<file path="config.mk">
export PLATFORM = sky130hd
export DESIGN_NAME = sprite_blitter
export DESIGN_NICKNAME = d
export VERILOG_FILES = /design/src/rtl/sprite_pkg.sv /design/src/rtl/blit_addr_gen.sv /design/src/rtl/sprite_blitter.sv
export SDC_FILE = /design/constraint.sdc
export NUM_CORES = 1
export LEC_CHECK = 0
export ABC_CLOCK_PERIOD_IN_PS = 5800
export BUFFER_PORTS_ARGS = -buffer_cell sky130_fd_sc_hd__buf_2
export CORE_AREA = 3 3 152 154
export CTS_BUF_LIST = sky130_fd_sc_hd__clkbuf_4 sky130_fd_sc_hd__clkbuf_8
export DETAILED_ROUTE_END_ITERATION = 10
export DIE_AREA = 0 0 155 157
export PLACE_DENSITY = 0.89
export SLEW_MARGIN = 25
export SYNTH_ARGS = -nofsm -noshare
export SYNTH_HDL_FRONTEND = slang
export SYNTH_SLANG_ARGS = --single-unit
export TNS_END_PERCENT = 30
</file>
<file path="constraint.sdc">
create_clock -name Clk -period 5.8 [get_ports Clk]
set_input_delay 0 -clock Clk [delete_from_list [all_inputs] [get_ports Clk]]
set_output_delay 0 -clock Clk [all_outputs]
set_load 0.01 [all_outputs]
</file>
<file path="src/rtl/sprite_pkg.sv">
// sprite_pkg: shared definitions for the sprite blitter.
//   - bit positions of the fields inside a 45-bit sprite descriptor
//   - default screen geometry
//   - mask of descriptor IDs that hold a real sprite
//   - blitter FSM state encoding
package sprite_pkg;

    localparam int BASE_MSB   = 44;
    localparam int BASE_LSB   = 20;
    localparam int WIDTH_MSB  = 19;
    localparam int WIDTH_LSB  = 10;
    localparam int HEIGHT_MSB = 9;
    localparam int HEIGHT_LSB = 0;

    localparam int DEF_SCREEN_W = 640;
    localparam int DEF_SCREEN_H = 480;

    // IDs 0, 1 and 3..13 are populated; 2 and 14..63 are not.
    localparam logic [63:0] VALID_ID_MASK = 64'h0000_0000_0000_3FFB;

    typedef enum logic [2:0] {
        IDLE,
        WAIT,
        LATCH,
        READ,
        WRITE,
        FINISH
    } state_t;

    function automatic logic id_is_valid(input logic [5:0] id);
        return VALID_ID_MASK[id];
    endfunction

endpackage

</file>
<file path="src/rtl/blit_addr_gen.sv">
// blit_addr_gen: position/descriptor registers, row/col walk, clip test
// and address generation for the sprite blitter.
// Ports:
//   Clk, Reset       clock, asynchronous active-high reset
//   pos_load         capture pos_x/pos_y (accepted start)
//   pos_x, pos_y     sprite top-left on screen
//   desc_load        capture descriptor, restart walk at row 0, col 0
//   desc             {base, width, height}
//   step             advance to the next pixel in raster order
//   fb_capture       register the framebuffer address of the current pixel
//   clipped          current pixel lies off screen
//   last_pixel       current pixel is the final one of the sprite
//   rd_addr          sprite memory address of the current pixel
//   fb_addr          registered framebuffer address
module blit_addr_gen
    import sprite_pkg::*;
#(
    parameter int SCREEN_W = DEF_SCREEN_W,
    parameter int SCREEN_H = DEF_SCREEN_H
) (
    input  logic        Clk,
    input  logic        Reset,
    input  logic        pos_load,
    input  logic [9:0]  pos_x,
    input  logic [9:0]  pos_y,
    input  logic        desc_load,
    input  logic [44:0] desc,
    input  logic        step,
    input  logic        fb_capture,
    output logic        clipped,
    output logic        last_pixel,
    output logic [24:0] rd_addr,
    output logic [24:0] fb_addr
);

    logic [9:0]  pos_x_reg;
    logic [9:0]  pos_y_reg;
    logic [24:0] base_reg;
    logic [9:0]  width_reg;
    logic [9:0]  height_reg;
    logic [9:0]  row_reg;
    logic [9:0]  col_reg;
    logic [24:0] fb_addr_reg;

    logic [10:0] sx;
    logic [10:0] sy;
    logic [19:0] prod;
    logic [24:0] fb_lin;
    logic        col_last;
    logic        row_last;

    // 11-bit sums so a sprite hanging past the right/bottom edge never
    // wraps back onto the screen.
    assign sx = {1'b0, pos_x_reg} + {1'b0, col_reg};
    assign sy = {1'b0, pos_y_reg} + {1'b0, row_reg};

    assign clipped    = (sx >= 11'(SCREEN_W)) || (sy >= 11'(SCREEN_H));
    assign col_last   = (col_reg == width_reg - 10'd1);
    assign row_last   = (row_reg == height_reg - 10'd1);
    assign last_pixel = col_last && row_last;

    // Sprite data is stored densely: row stride equals the sprite width.
    // The address wraps modulo 2^25.
    assign prod    = {10'd0, row_reg} * {10'd0, width_reg};
    assign rd_addr = base_reg + {5'd0, prod} + {15'd0, col_reg};

    assign fb_lin  = {14'd0, sy} * 25'(SCREEN_W) + {14'd0, sx};
    assign fb_addr = fb_addr_reg;

    always_ff @(posedge Clk or posedge Reset) begin
        if (Reset) begin
            pos_x_reg   <= '0;
            pos_y_reg   <= '0;
            base_reg    <= '0;
            width_reg   <= '0;
            height_reg  <= '0;
            row_reg     <= '0;
            col_reg     <= '0;
            fb_addr_reg <= '0;
        end else begin
            if (pos_load) begin
                pos_x_reg <= pos_x;
                pos_y_reg <= pos_y;
            end
            if (desc_load) begin
                base_reg   <= desc[BASE_MSB:BASE_LSB];
                width_reg  <= desc[WIDTH_MSB:WIDTH_LSB];
                height_reg <= desc[HEIGHT_MSB:HEIGHT_LSB];
                row_reg    <= '0;
                col_reg    <= '0;
            end else if (step) begin
                if (col_last) begin
                    col_reg <= '0;
                    row_reg <= row_reg + 10'd1;
                end else begin
                    col_reg <= col_reg + 10'd1;
                end
            end
            if (fb_capture) begin
                fb_addr_reg <= fb_lin;
            end
        end
    end

endmodule

</file>
<file path="src/rtl/sprite_blitter.sv">
// sprite_blitter: draws one sprite from sprite memory into the 640x480
// framebuffer, skipping transparent and off-screen pixels.
// Ports:
//   Clk, Reset             clock, asynchronous active-high reset
//   start, sprite_id,      draw request with descriptor index and
//   pos_x, pos_y           screen position of the top-left pixel
//   busy, done, err        draw in progress / end-of-draw pulse /
//                          invalid-ID pulse
//   tbl_id, tbl_desc       descriptor table lookup (registered table)
//   rd_addr, rd_req,       sprite memory read, completed by rd_valid
//   rd_valid, rd_data
//   fb_addr, fb_data,      framebuffer write, completed by fb_ready
//   fb_we, fb_ready
module sprite_blitter
    import sprite_pkg::*;
#(
    parameter int              SCREEN_W    = DEF_SCREEN_W,
    parameter int              SCREEN_H    = DEF_SCREEN_H,
    parameter int              PIX_W       = 16,
    parameter logic [PIX_W-1:0] TRANSPARENT = '0
) (
    input  logic             Clk,
    input  logic             Reset,
    input  logic             start,
    input  logic [5:0]       sprite_id,
    input  logic [9:0]       pos_x,
    input  logic [9:0]       pos_y,
    output logic             busy,
    output logic             done,
    output logic             err,
    output logic [5:0]       tbl_id,
    input  logic [44:0]      tbl_desc,
    output logic [24:0]      rd_addr,
    output logic             rd_req,
    input  logic             rd_valid,
    input  logic [PIX_W-1:0] rd_data,
    output logic [24:0]      fb_addr,
    output logic [PIX_W-1:0] fb_data,
    output logic             fb_we,
    input  logic             fb_ready
);

    state_t           state_reg;
    state_t           state_next;
    logic [5:0]       tbl_id_reg;
    logic             err_reg;
    logic             err_next;
    logic [PIX_W-1:0] fb_data_reg;

    logic pos_load;
    logic desc_load;
    logic step;
    logic fb_capture;
    logic clipped;
    logic last_pixel;
    logic desc_empty;

    assign desc_empty = (tbl_desc[WIDTH_MSB:WIDTH_LSB] == '0) ||
                        (tbl_desc[HEIGHT_MSB:HEIGHT_LSB] == '0);

    assign tbl_id  = tbl_id_reg;
    assign err     = err_reg;
    assign fb_data = fb_data_reg;

    blit_addr_gen #(
        .SCREEN_W (SCREEN_W),
        .SCREEN_H (SCREEN_H)
    ) u_addr_gen (
        .Clk        (Clk),
        .Reset      (Reset),
        .pos_load   (pos_load),
        .pos_x      (pos_x),
        .pos_y      (pos_y),
        .desc_load  (desc_load),
        .desc       (tbl_desc),
        .step       (step),
        .fb_capture (fb_capture),
        .clipped    (clipped),
        .last_pixel (last_pixel),
        .rd_addr    (rd_addr),
        .fb_addr    (fb_addr)
    );

    always_ff @(posedge Clk or posedge Reset) begin
        if (Reset) begin
            state_reg   <= IDLE;
            tbl_id_reg  <= '0;
            err_reg     <= 1'b0;
            fb_data_reg <= '0;
        end else begin
            state_reg <= state_next;
            err_reg   <= err_next;
            if (pos_load) begin
                tbl_id_reg <= sprite_id;
            end
            if (fb_capture) begin
                fb_data_reg <= rd_data;
            end
        end
    end

    always_comb begin
        state_next = state_reg;
        err_next   = 1'b0;
        pos_load   = 1'b0;
        desc_load  = 1'b0;
        step       = 1'b0;
        fb_capture = 1'b0;
        busy       = 1'b0;
        done       = 1'b0;
        rd_req     = 1'b0;
        fb_we      = 1'b0;

        case (state_reg)
            IDLE: begin
                if (start) begin
                    if (id_is_valid(sprite_id)) begin
                        pos_load   = 1'b1;
                        state_next = WAIT;
                    end else begin
                        err_next = 1'b1;
                    end
                end
            end
            WAIT: begin
                // tbl_id is already driven; the table needs this cycle.
                busy       = 1'b1;
                state_next = LATCH;
            end
            LATCH: begin
                busy       = 1'b1;
                desc_load  = 1'b1;
                state_next = desc_empty ? FINISH : READ;
            end
            READ: begin
                busy = 1'b1;
                if (clipped) begin
                    step       = 1'b1;
                    state_next = last_pixel ? FINISH : READ;
                end else begin
                    rd_req = 1'b1;
                    if (rd_valid) begin
                        if (rd_data == TRANSPARENT) begin
                            step       = 1'b1;
                            state_next = last_pixel ? FINISH : READ;
                        end else begin
                            fb_capture = 1'b1;
                            state_next = WRITE;
                        end
                    end
                end
            end
            WRITE: begin
                busy  = 1'b1;
                fb_we = 1'b1;
                if (fb_ready) begin
                    step       = 1'b1;
                    state_next = last_pixel ? FINISH : READ;
                end
            end
            FINISH: begin
                done       = 1'b1;
                state_next = IDLE;
            end
            default: begin
                state_next = IDLE;
            end
        endcase
    end

endmodule

</file>
Word level (Yosys, flattened, before mapping). Memories as Yosys holds them, arrays and structs flattened. Index checks and enable logic that the tools add are counted.

Bits in registers: 136. Output and inout bits: 77. Bits in read-only memories: 64. Memories: 1. Bits of input ports: 92.

Add/sub/neg operators: 9. Mux-type cells: 37. Magnitude comparators: 3. Eq/ne operators: 11. Reductions and logical operators: 12. $mul: 2.

Memory list: (name not given) (words 64, width 1, rd ports 1, clocked after memory_dff 0, wr ports 0, line sprite_pkg.sv:31) `return VALID_ID_MASK[id];`.

Operators with widths (count): $mux W10 (6); $add A25 B10 Y25 (1); $add A25 B20 Y25 (1); $mux W3 (8); $add A10 B10 Y11 (2); $add A21 B11 Y22 (1); $mux W1 (21); $add A10 B1 Y10 const B (2); $eq A10 B10 Y1 (2); $logic_not A10 Y1 (2); $mul A10 B10 Y20 (1); $sub A10 B1 Y10 const B (2); $logic_not A16 Y1 (1); $pmux W3 S5 (1); $mul A11 B3 Y14 const B (1); $ge A11 B10 Y1 const B (1); $ge A11 B9 Y1 const B (1); $lt A6 B7 Y1 const B (1); $eq A3 B2 Y1 const B (2); $eq A3 B3 Y1 const B (2); $ne A2 B2 Y1 const B (3); $reduce_and A4 Y1 (1); $reduce_bool A2 Y1 (2); $reduce_or A4 Y1 (1); 7 further kinds (8).

Logic depth before layout (Yosys ltp). Gate-level depths: netlist (run 1).

Depth after elaboration: 8. Gate-level depth with buffers: 21.

Cells and area by module. Synthesis (run 1) repeated with hierarchy kept, for this count alone.

Cells, all modules: 1228. Area total of the unflattened synthesis: 11974.0 sq um.

Modules (own cells, without submodules): blit_addr_gen (area an instance 10667.7 sq um, instances 1, sequential area each 2677.6 sq um, cells an instance 1122); sprite_blitter (area an instance 1306.3 sq um, instances 1, sequential area each 650.6 sq um, cells an instance 106).

Least setup slack after synthesis (run 1). OpenSTA, ideal clock, no wires.

Kind: flip-flop to output port. From: register u_addr_gen.row_reg[6]. To: output port rd_addr[24]. Cell stages (with the launch flop): 21. Slack: 63 ps. Arrival: 5737 ps. Path through: dfrtp_1 clkbuf_1 and2_1 fa_1 inv_1 fa_1 inv_1 fa_1 fa_1 inv_1 fa_1 inv_1 ha_1 and3_1 a221o_1 a2111oi_2 o21ai_1 nor3b_1 o31a_1 o211ai_1 xnor2_1.

Cells in the longest elaborated chain, start to end: 3.

Ends and longest elaborated chain: start: declaration (line blit_addr_gen.sv:41) `logic [9:0] row_reg;`; start signal: assignment (line blit_addr_gen.sv:94) `row_reg <= row_reg + 10'd1;`; $mul A10 B10 Y20 (line blit_addr_gen.sv:64) `assign prod = {10'd0, row_reg} * {10'd0, width_reg};`; $add A25 B20 Y25 (line blit_addr_gen.sv:65) `assign rd_addr = base_reg + {5'd0, prod} + {15'd0, col_reg};`; $add A25 B10 Y25 (line blit_addr_gen.sv:65); end: declaration (line sprite_blitter.sv:33) `output logic [24:0] rd_addr,`.

Every way passes these cells.

Worst setup path in the final report (run 1).
From: register u_addr_gen.width_reg[9]. To: output port rd_addr[24].

Cells in the longest elaborated chain, start to end: 3.

Ends and longest elaborated chain: start: declaration (line blit_addr_gen.sv:39) `logic [9:0] width_reg;`; start signal: assignment (line blit_addr_gen.sv:87) `width_reg <= desc[WIDTH_MSB:WIDTH_LSB];`; $mul A10 B10 Y20 (line blit_addr_gen.sv:64); $add A25 B20 Y25 (line blit_addr_gen.sv:65); $add A25 B10 Y25 (line blit_addr_gen.sv:65).

Every way passes these cells.

==> impl_metrics.json, run 1 <==
{
  "status": "complete, but fails checks",
  "violations": "negative setup slack",
  "drtIter0Drc": 831,
  "drive_gt1_share_pct": 23.7,
  "layout_min_cycle_time_ns": 6.05,
  "power-per-cell-area_nw_per_um2": 468,
  "drtAntennaViolNets": 0,
  "clock_path_buffers": 2,
  "num_rows": 54,
  "fin_area_um2": 15000,
  "multi_input_area_um2": 8090,
  "initial_core_util_pct": 55.0,
  "setup.worst_path.class": "reg2out",
  "slew_violations": 0,
  "critPathMaxFanout": 4,
  "hold_violations": 0,
  "seqCellArea_um2": 3340,
  "ff2ff_setup_slack_ns": 0.91,
  "portBuffers": 165,
  "start_kind": "flop",
  "clock_latency_ns": 0.48,
  "dp.cells": 1713,
  "grt_pass1_wl_um": 51900,
  "avgSynthCellArea_um2": 9.39,
  "worstPathArrival_ns": 6.05,
  "synth_area_leader_cell": "dfrtp_1",
  "fin_skew_ns": 0.0170,
  "worstPathRequired_ns": 5.80,
  "nNetsFinal": 1858,
  "synthTopCellsByCount": "nand2_1, inv_1, dfrtp_1, ha_1, fa_1",
  "routed_wirelength_um": 32500,
  "cts_tree": "built",
  "synthArstFlopShare_pct": 100,
  "max-slew-margin-rel_pct": 50.7,
  "fillers": 1571,
  "drc_errors": 0,
  "avgRoutedWirePerCell_um": 17.5,
  "dpl_cell_area_um2": 13200,
  "ys.flop_type": "dfrtp_1",
  "worst_slack_ns": -0.247,
  "fmax_ghz": 0.165,
  "die_y_um": 157,
  "rr_startpoint": "u_addr_gen.row_reg[0]",
  "grt_pass1_vias": 10800,
  "rr_worst_depth": 17,
  "synth_warnings": 0,
  "fin_setup_tns_ns": -0.663,
  "synthTopCellsByArea": "dfrtp_1, fa_1, ha_1",
  "largest_register_ffs": 25,
  "path_clk_slew_ns": 0.09,
  "yosysTopAreaCellShare_pct": 27.7,
  "core_area_um2": 21800,
  "first_pass_iters": 7,
  "grt_use_total_pct": 26.4,
  "grt_overflow": 0,
  "clockRootBuffer": "clkbuf_8",
  "area_growth_pct": 24.8,
  "maxCapViolCount": 0,
  "p_leak_nw": 7.72,
  "vias_per_cell": 5.61,
  "finalCritPeriodShare_pct": 104,
  "total_power_mw": 7.02,
  "ios": 169,
  "utilization_pct": 68.6,
  "antenna_found_initial": 0,
  "yosysMostFrequentCell": "nand2_1",
  "grt_max_degree": 75,
  "rsz0062_at_grt": "yes",
  "tightest_slew_ns": 0.739,
  "slowest_stage": "fa_1",
  "reg2reg_to": "u_addr_gen.fb_addr[19]",
  "dpl.hpwl_um": 22600,
  "seq_area_frac_synth_pct": 27.7,
  "critPathMaxStageDelay_ns": 0.51,
  "instances_no_fill": 1861,
  "yosys_register_bits": 133,
  "htreeDepth": 4,
  "cts.sinks": 133,
  "max-vdd-ir-drop_mv": 0.230,
  "crit_chain": "buf_6, and2_4, fa_1, inv_2, fa_1, inv_1, fa_1, fa_1, inv_1, fa_1, inv_2, ha_4, and3_4, a221o_1, a2111oi_4, o21ai_2, nor3b_4, o31a_1, o211ai_1, xnor2_1, buf_2",
  "hold_slack_ns": 0.134,
  "setup_viol": 5,
  "syn-cell-area_um2": 12000,
  "cp-end-kind": "output port",
  "vias": 10400,
  "yosys.cell_types.count": 74,
  "routabilityCongestion": 0.925,
  "die_area_um2": 24300,
  "hold_class": "in2async",
  "cts_made_buffers": 17,
  "synth_edf_count": 0,
  "dp_slack_ns": -0.0816,
  "syn-instance-count": 1279,
  "worst_path_most_repeated_cell": "fa_1",
  "die_w_um": 155
}
==> cells in the final DEF (no fill, tap or decap), types with 10 or more instances in the layout <==
cell	count
clkbuf_8	17
mux2_2	31
xor2_1	25
buf_2	165
a21oi_1	30
mux2_4	13
fa_1	88
ha_1	96
o31ai_1	17
a21o_1	12
dfrtp_1	125
xnor2_1	51
nor3_1	15
nor2_1	36
dlygate4sd3_1	92
nand2_1	198
buf_4	49
and2_1	52
nand3_1	14
a211oi_1	10
and3_1	16
nand2b_1	17
o21ai_0	56
inv_1	147
==> layout make-up <==
cell class | count | share of cell area, %
multi-input cells | 944 | 54.0
flip-flops and latches | 133 | 22.3
inverters | 155 | 3.92
repair buffers | 316 | 14.9
clock inverters | 15 | 0.927
well taps | 280 | 2.34
diodes | 1 | 0.0167
clock buffers | 17 | 1.56
==> power by group <==
group / total, mW / switching [mW] / leakage, nW / internal, mW
Clock: 0.776 / 0.461 / 0.184 / 0.315
Combinational: 4.51 / 2.52 / 5.87 / 1.99
Sequential: 1.73 / 0.404 / 1.67 / 1.32
Total: 7.02 / 3.39 / 7.72 / 3.63
==> worst max path at each step <==
stage	start	end	slack [ns]	depth (start not counted)
2_1_floorplan	u_addr_gen.row_reg[6]	rd_addr[24]	0.06	20
3_3_place_gp	u_addr_gen.width_reg[9]	rd_addr[24]	0.08	20
3_5_place_dp	u_addr_gen.row_reg[7]	rd_addr[24]	-0.08	20
4_1_cts	u_addr_gen.width_reg[7]	rd_addr[24]	-0.20	20
5_1_grt	u_addr_gen.width_reg[9]	rd_addr[24]	-0.43	21
6_report	u_addr_gen.width_reg[9]	rd_addr[24]	-0.25	21
==> worst max-delay path, delay by kind of cell, from the launching register on <==
family,cells,cell delay (ns)
fa+ha+maj,6,2.63
buf+inv,6,0.47
xor+xnor,1,0.15
simple gates,3,0.46
compound gates,5,1.40
flops,1,0.45
==> repair_timing <==
item | in CTS | in global routing
hold buffers | 92 | 0
endpoints found under the hold margin | 148 | 0
pin swaps | 39 | 13
endpoints found under the setup margin | 10 | 9
setup buffers | 18 | 6
gates resized for setup | 51 | 22
==> layer usage <==
| metal | vias up | routed length (um) | track usage, % |
|---|---|---|---|
| met5 | - | 0 | 0 |
| li1 | 4817 | - | - |
| met2 | 434 | 16400 | 46.0 |
| met4 | 0 | 1440 | 13.1 |
| met1 | 5073 | 12700 | 32.1 |
| met3 | 107 | 2030 | 4.01 |
==> cell families after synthesis <==
family / Yosys count / synth area share (%)
adder cells (fa/ha/maj): 199 / 26.8
XOR/XNOR: 76 / 5.54
buffers and inverters: 204 / 6.75
AND/OR/NAND/NOR: 419 / 17.1
AO/OA/AOI/OAI: 200 / 11.3
other: 1 / 0.0312
flip-flops: 133 / 27.7
multiplexers: 47 / 4.78
No activity file was read; power rests on OpenSTA's default activity.
==> run 2: changes to the inputs <==
- ABC_AREA: default -> 1
- BUFFER_PORTS_ARGS: -buffer_cell sky130_fd_sc_hd__buf_2 -> default
- CORE_AREA: 3 3 152 154 -> 3 3 149 151
- DIE_AREA: 0 0 155 157 -> 0 0 152 154
- DONT_BUFFER_PORTS: default -> 1
- PLACE_DENSITY: 0.89 -> 0.88
==> impl_metrics.json, run 2 <==
{
  "status": "complete, but fails checks",
  "violations": "negative hold slack",
  "total_power_mw": 7.33,
  "hold_slack_ns": -0.0244,
  "yosys_register_bits": 133,
  "syn-cell-area_um2": 12600,
  "worst_path_most_repeated_cell": "fa_1",
  "cts_made_buffers": 17,
  "critPathBufInv": 5,
  "routed_wirelength_um": 33500,
  "ys.flop_type": "dfrtp_1",
  "synthArstFlopShare_pct": 100,
  "fmax_ghz": 0.177,
  "dp.cells": 1867,
  "yosysMostFrequentCell": "nand2_1",
  "rr_startpoint": "u_addr_gen.row_reg[3]",
  "antenna_found_initial": 1,
  "hold_end": "state_reg[2]",
  "htreeDepth": 4,
  "fillers": 1597,
  "ios": 169,
  "maxCapViolCount": 0,
  "routabilityCongestion": 0.905,
  "multi_input_area_um2": 7890,
  "crit_chain": "buf_4, nand2_1, fa_1, fa_1, fa_1, inv_1, fa_1, inv_1, fa_1, inv_1, ha_1, nand2_1, inv_1, nand3_1, nor3_1, a21oi_2, o21ai_2, nand2_1, nand2_2, nand2_1, o21ai_0, xor2_1",
  "vias_per_cell": 5.50,
  "start_kind": "flop",
  "grt_pass1_wl_um": 53800,
  "first_pass_iters": 6,
  "max-vdd-ir-drop_mv": 0.323,
  "hold_path_depth": 5,
  "area_growth_pct": 15.1,
  "finalCritPeriodShare_pct": 97.6,
  "vias": 11100,
  "synthTopCellsByCount": "nand2_1, inv_1, dfrtp_1, ha_1, fa_1",
  "min-delay-start": "tbl_desc[15]",
  "clockRootBuffer": "clkbuf_8",
  "initial_core_util_pct": 59.9,
  "die_area_um2": 23400,
  "synthTopCellsByArea": "dfrtp_1, fa_1, nand2_1",
  "drive_gt1_share_pct": 9.03,
  "max-slew-margin-rel_pct": 34.6,
  "setup.worst_path.class": "reg2out",
  "reg2reg_to": "u_addr_gen.fb_addr[19]",
  "core_area_um2": 21000,
  "final_cell_mix": "nand2_1, inv_1, dfrtp_1",
  "yosysTopAreaCellShare_pct": 26.5,
  "cp_top_family": "adder cells",
  "syn-instance-count": 1628,
  "tightest_slew_ns": 0.975,
  "dpl.hpwl_um": 23200,
  "worstPathArrival_ns": 5.66,
  "cts_tree": "built",
  "yosys.cell_types.count": 45,
  "synth_edf_count": 0,
  "num_rows": 53,
  "drtIter0Drc": 1001,
  "grt_use_total_pct": 28.0,
  "drtAntennaViolNets": 0,
  "synth_warnings": 0,
  "critPathMaxStageDelay_ns": 0.53,
  "p_leak_nw": 8.15,
  "portBuffers": 0,
  "drc_errors": 0,
  "die_y_um": 154,
  "slowest_stage": "fa_1",
  "path_clk_slew_ns": 0.09,
  "cp-end-kind": "output port",
  "grt_pass1_vias": 11100,
  "critPathMaxFanout": 5,
  "hold_violations": 1,
  "fin_skew_ns": 0.0173,
  "hold_class": "in2reg",
  "power-per-cell-area_nw_per_um2": 508,
  "layout_commonest_cell": "nand2_1",
  "synth_area_leader_cell": "dfrtp_1",
  "die_w_um": 152,
  "cts.sinks": 133,
  "grt_overflow": 0,
  "clock_path_buffers": 2,
  "ff2ff_setup_slack_ns": 1.72,
  "grt_max_degree": 94,
  "avgRoutedWirePerCell_um": 16.5,
  "seq_area_frac_synth_pct": 26.5,
  "fin_setup_tns_ns": 0,
  "clock_latency_ns": 0.47,
  "worstPathRequired_ns": 5.80,
  "setup_viol": 0,
  "nNetsFinal": 2028,
  "rr_worst_depth": 18,
  "instances_no_fill": 2026,
  "largest_register_ffs": 25,
  "avgSynthCellArea_um2": 7.71,
  "seqCellArea_um2": 3350,
  "slew_violations": 0,
  "layout_min_cycle_time_ns": 5.66
}
run 2: changes by cell type in the layout (fill, tap and decap cells not counted), moves of 26 or more:
cell	change
buf_2	-165
nand3_1	+55
inv_1	+158
xor2_1	+26
nand2_1	+281
nor2_1	+40
and2_1	-52
run 2: tightest hold or removal path: stages:
cell and delay [ns]:
o31ai_1 0.13, nand2_1 0.09, nand3_1 0.08, nand2_1 0.06, nand2_1 0.04
run 2: worst max path at each step:
| stage | to | startpoint | slack [ns] | cells past startpoint |
|---|---|---|---|---|
| global route | rd_addr[18] | u_addr_gen.row_reg[3] | -0.07 | 20 |
| finish | rd_addr[23] | u_addr_gen.row_reg[6] | 0.14 | 22 |
| CTS | rd_addr[18] | u_addr_gen.row_reg[2] | 0.01 | 19 |
| floorplan | rd_addr[23] | u_addr_gen.row_reg[6] | 0.54 | 22 |
| global placement | rd_addr[23] | u_addr_gen.row_reg[3] | 0.43 | 20 |
| detailed placement | rd_addr[23] | u_addr_gen.row_reg[3] | 0.31 | 20 |
run 2: stage by stage:
stage	cell area (um^2)	setup WS, ns	util, %
finish	14400	0.141	68.9
global placement	12800	0.432	61.0
detailed placement	12800	0.311	61.0
global route	14400	-0.0672	68.9
CTS	14100	0.0122	67.1
floorplan	12600	0.541	-
run 2: repair_timing:
action,in CTS,in global routing
pin swaps,0,4
hold endpoints to repair,181,0
cloned,0,0
hold buffers,90,0
setup buffers,0,36
endpoints found under the setup margin,7,10
gates resized for setup,12,19
run 2: cell type report:
type                            count  area share (%)
Inverter                          309            8.08
Clock inverter                     15           0.979
Tap cell                          275            2.38
Multi-Input combinational cell   1136            54.6
Clock buffer                       17            1.62
Timing Repair Buffer              140            9.11
Antenna cell                        1          0.0173
Sequential cell                   133            23.2
run 2: cells by family (layout without fill, tap and decap cells):
group / count (synthesis) / in the layout / synth area share [%]
DFF: 133 / 133 / 26.5
AOI/OAI and AO/OA: 140 / 140 / 5.88
adders and majority gates: 199 / 199 / 25.6
and+or+nand+nor: 694 / 694 / 23.1
buffers and inverters: 361 / 481 / 11.3
other: 1 / 4 / 0.0299
muxes: 20 / 20 / 1.79
xor gates and xnor gates: 80 / 80 / 5.80
run 2: report_power, final:
part / switching, mW / internal [mW] / leakage (nW) / total [mW]
clock: 0.452 / 0.315 / 0.184 / 0.767
sequential: 0.499 / 1.32 / 1.67 / 1.82
combinational: 2.93 / 1.81 / 6.30 / 4.75
run 2: layer usage:
metal	vias to the layer above	wire length [um]	GRT usage [%]
li1	5210	-	-
met4	0	1190	10.1
met1	5313	13000	35.0
met3	105	2490	5.63
met5	-	0	0
met2	507	16700	48.6
==> run 3: changes to the inputs <==
- CORE_AREA: 3 3 149 151 -> 3 3 166 136
- DIE_AREA: 0 0 152 154 -> 0 0 169 139
==> impl_metrics.json, run 3 (synthesis results as in run 2) <==
{
  "status": "finished, final reports clean",
  "num_rows": 48,
  "slew_violations": 0,
  "hold_slack_ns": 0.0176,
  "routed_wirelength_um": 34000,
  "path_clk_slew_ns": 0.08,
  "drive_gt1_share_pct": 9.48,
  "core_area_um2": 21200,
  "clock_latency_ns": 0.49,
  "n_antenna_cell": 0,
  "drc_errors": 0,
  "avgRoutedWirePerCell_um": 16.7,
  "critPathMaxFanout": 6,
  "maxCapViolCount": 0,
  "largest_register_ffs": 25,
  "cts.sinks": 133,
  "htreeDepth": 4,
  "die_area_um2": 23500,
  "cts_made_buffers": 17,
  "vias_per_cell": 5.56,
  "die_y_um": 139,
  "clock_path_buffers": 2,
  "area_growth_pct": 15.9,
  "drtAntennaViolNets": 0,
  "hold_class": "in2reg",
  "ios": 169,
  "clockRootBuffer": "clkbuf_8",
  "antenna_found_initial": 0,
  "initial_core_util_pct": 59.2,
  "fillers": 1578,
  "p_leak_nw": 8.22,
  "grt_pass1_wl_um": 54000,
  "setup.worst_path.class": "reg2out",
  "max-vdd-ir-drop_mv": 0.374,
  "grt_max_degree": 72,
  "cp-end-kind": "output port",
  "drtIter0Drc": 1390,
  "worstPathArrival_ns": 5.63,
  "fmax_ghz": 0.178,
  "routabilityCongestion": 0.921,
  "tightest_slew_ns": 0.847,
  "grt_overflow": 0,
  "vias": 11300,
  "worstPathRequired_ns": 5.80,
  "layout_min_cycle_time_ns": 5.63,
  "fin_skew_ns": 0.0248,
  "dpl.hpwl_um": 23800,
  "total_power_mw": 7.48,
  "nNetsFinal": 2039,
  "finalCritPeriodShare_pct": 97.0,
  "portBuffers": 0,
  "layout_commonest_cell": "nand2_1",
  "power-per-cell-area_nw_per_um2": 514,
  "first_pass_iters": 6,
  "die_w_um": 169,
  "setup_viol": 0,
  "grt_pass1_vias": 11100,
  "hold_violations": 0,
  "cts_tree": "built",
  "final_cell_mix": "nand2_1, inv_1, dfrtp_1",
  "max-slew-margin-rel_pct": 43.5,
  "start_kind": "flop",
  "grt_use_total_pct": 28.2
}
## run 3: cell count changes in the layout (fill, tap and decap cells not counted), moves of 2 or more
| cell | before | now |
|---|---|---|
| buf_4 | 42 | 56 |
| buf_12 | 4 | 0 |
| clkbuf_2 | 4 | 0 |
| dfrtp_1 | 115 | 118 |
| dfrtp_2 | 18 | 15 |
| ha_1 | 100 | 97 |
| ha_4 | 2 | 5 |
| inv_8 | 4 | 1 |
| bufinv_16 | 0 | 2 |
| clkinv_2 | 1 | 3 |
| dlygate4sd3_1 | 90 | 92 |
| inv_6 | 5 | 3 |
## run 3: area by class of cell
| class | count | area (um^2) | area share [%] |
|---|---|---|---|
| Clock buffer | 18 | 248 | 1.70 |
| Clock inverter | 14 | 153 | 1.05 |
| Inverter | 309 | 1170 | 8.02 |
| Multi-Input combinational cell | 1136 | 7930 | 54.5 |
| Sequential cell | 133 | 3350 | 23.0 |
| Tap cell | 275 | 344 | 2.36 |
| Timing Repair Buffer | 151 | 1370 | 9.38 |
## run 3: repair_timing
action                                 4_1_cts  5_1_grt
hold buffers                                92        0
endpoints found under the hold margin      158        0
resized for setup                           12       20
setup endpoints to repair                    8        8
setup buffers                                0       42
pin swaps                                    0        5
## run 3: through the flow
stage	instance area, um^2	std cells	setup TNS, ns	setup slack [ns]	util, %
after detailed placement	12800	1870	0	0.153	60.4
final	14600	2036	0	0.175	68.6
after floorplan	12600	1630	0	0.541	-
after CTS	14100	1994	0	0.0183	66.7
after global routing	14600	2036	-0.262	-0.0927	68.6
after global placement	12800	1870	0	0.329	60.4
## run 3: critical path: stages, from the launching register on
cell and delay, ns:
dfrtp_2 0.46, clkbuf_4 0.20, nand2_1 0.08, inv_1 0.05, fa_1 0.49, inv_1 0.05, fa_1 0.49, inv_1 0.06
fa_1 0.50, fa_1 0.55, inv_1 0.06, fa_1 0.53, inv_1 0.07, ha_4 0.29, nand2_1 0.10, nor2_1 0.13
nand2_1 0.07, nand3_1 0.08, a21oi_2 0.06, o21ai_2 0.22, nand2_1 0.09, nand2_2 0.09, nand2_1 0.05, o21ai_0 0.09
xor2_1 0.28
## run 3: power by group
group / leakage (nW) / total, mW / internal, mW / switching (mW)
logic: 6.35 / 4.84 / 1.85 / 2.99
registers: 1.67 / 1.81 / 1.32 / 0.490
clock network: 0.197 / 0.826 / 0.397 / 0.429
## run 3: per-layer routing
| layer | vias to the layer above | GRT usage (%) | share of wire, % |
|---|---|---|---|
| li1 | 5223 | - | - |
| met1 | 5407 | 38.2 | 40 |
| met2 | 576 | 44.8 | 47 |
| met3 | 115 | 6.53 | 9.2 |
| met4 | 0 | 10.3 | 3.6 |
| met5 | - | 0 | 0 |
## run 3: final timing paths
check,start,endpoint,slack (ns),cells after the start
setup / recovery,u_addr_gen.row_reg[4],rd_addr[23],0.17,24
hold / removal,sprite_id[5],state_reg[1],0.02,7
setup reg to reg,u_addr_gen.row_reg[0],u_addr_gen.fb_addr[19],1.54,21
hold reg to reg,u_addr_gen.base_reg[21],u_addr_gen.base_reg[21],0.49,2
max in group asynchronous,Reset,u_addr_gen.row_reg[5],4.32,3
min in group asynchronous,Reset,fb_data[7],0.11,2
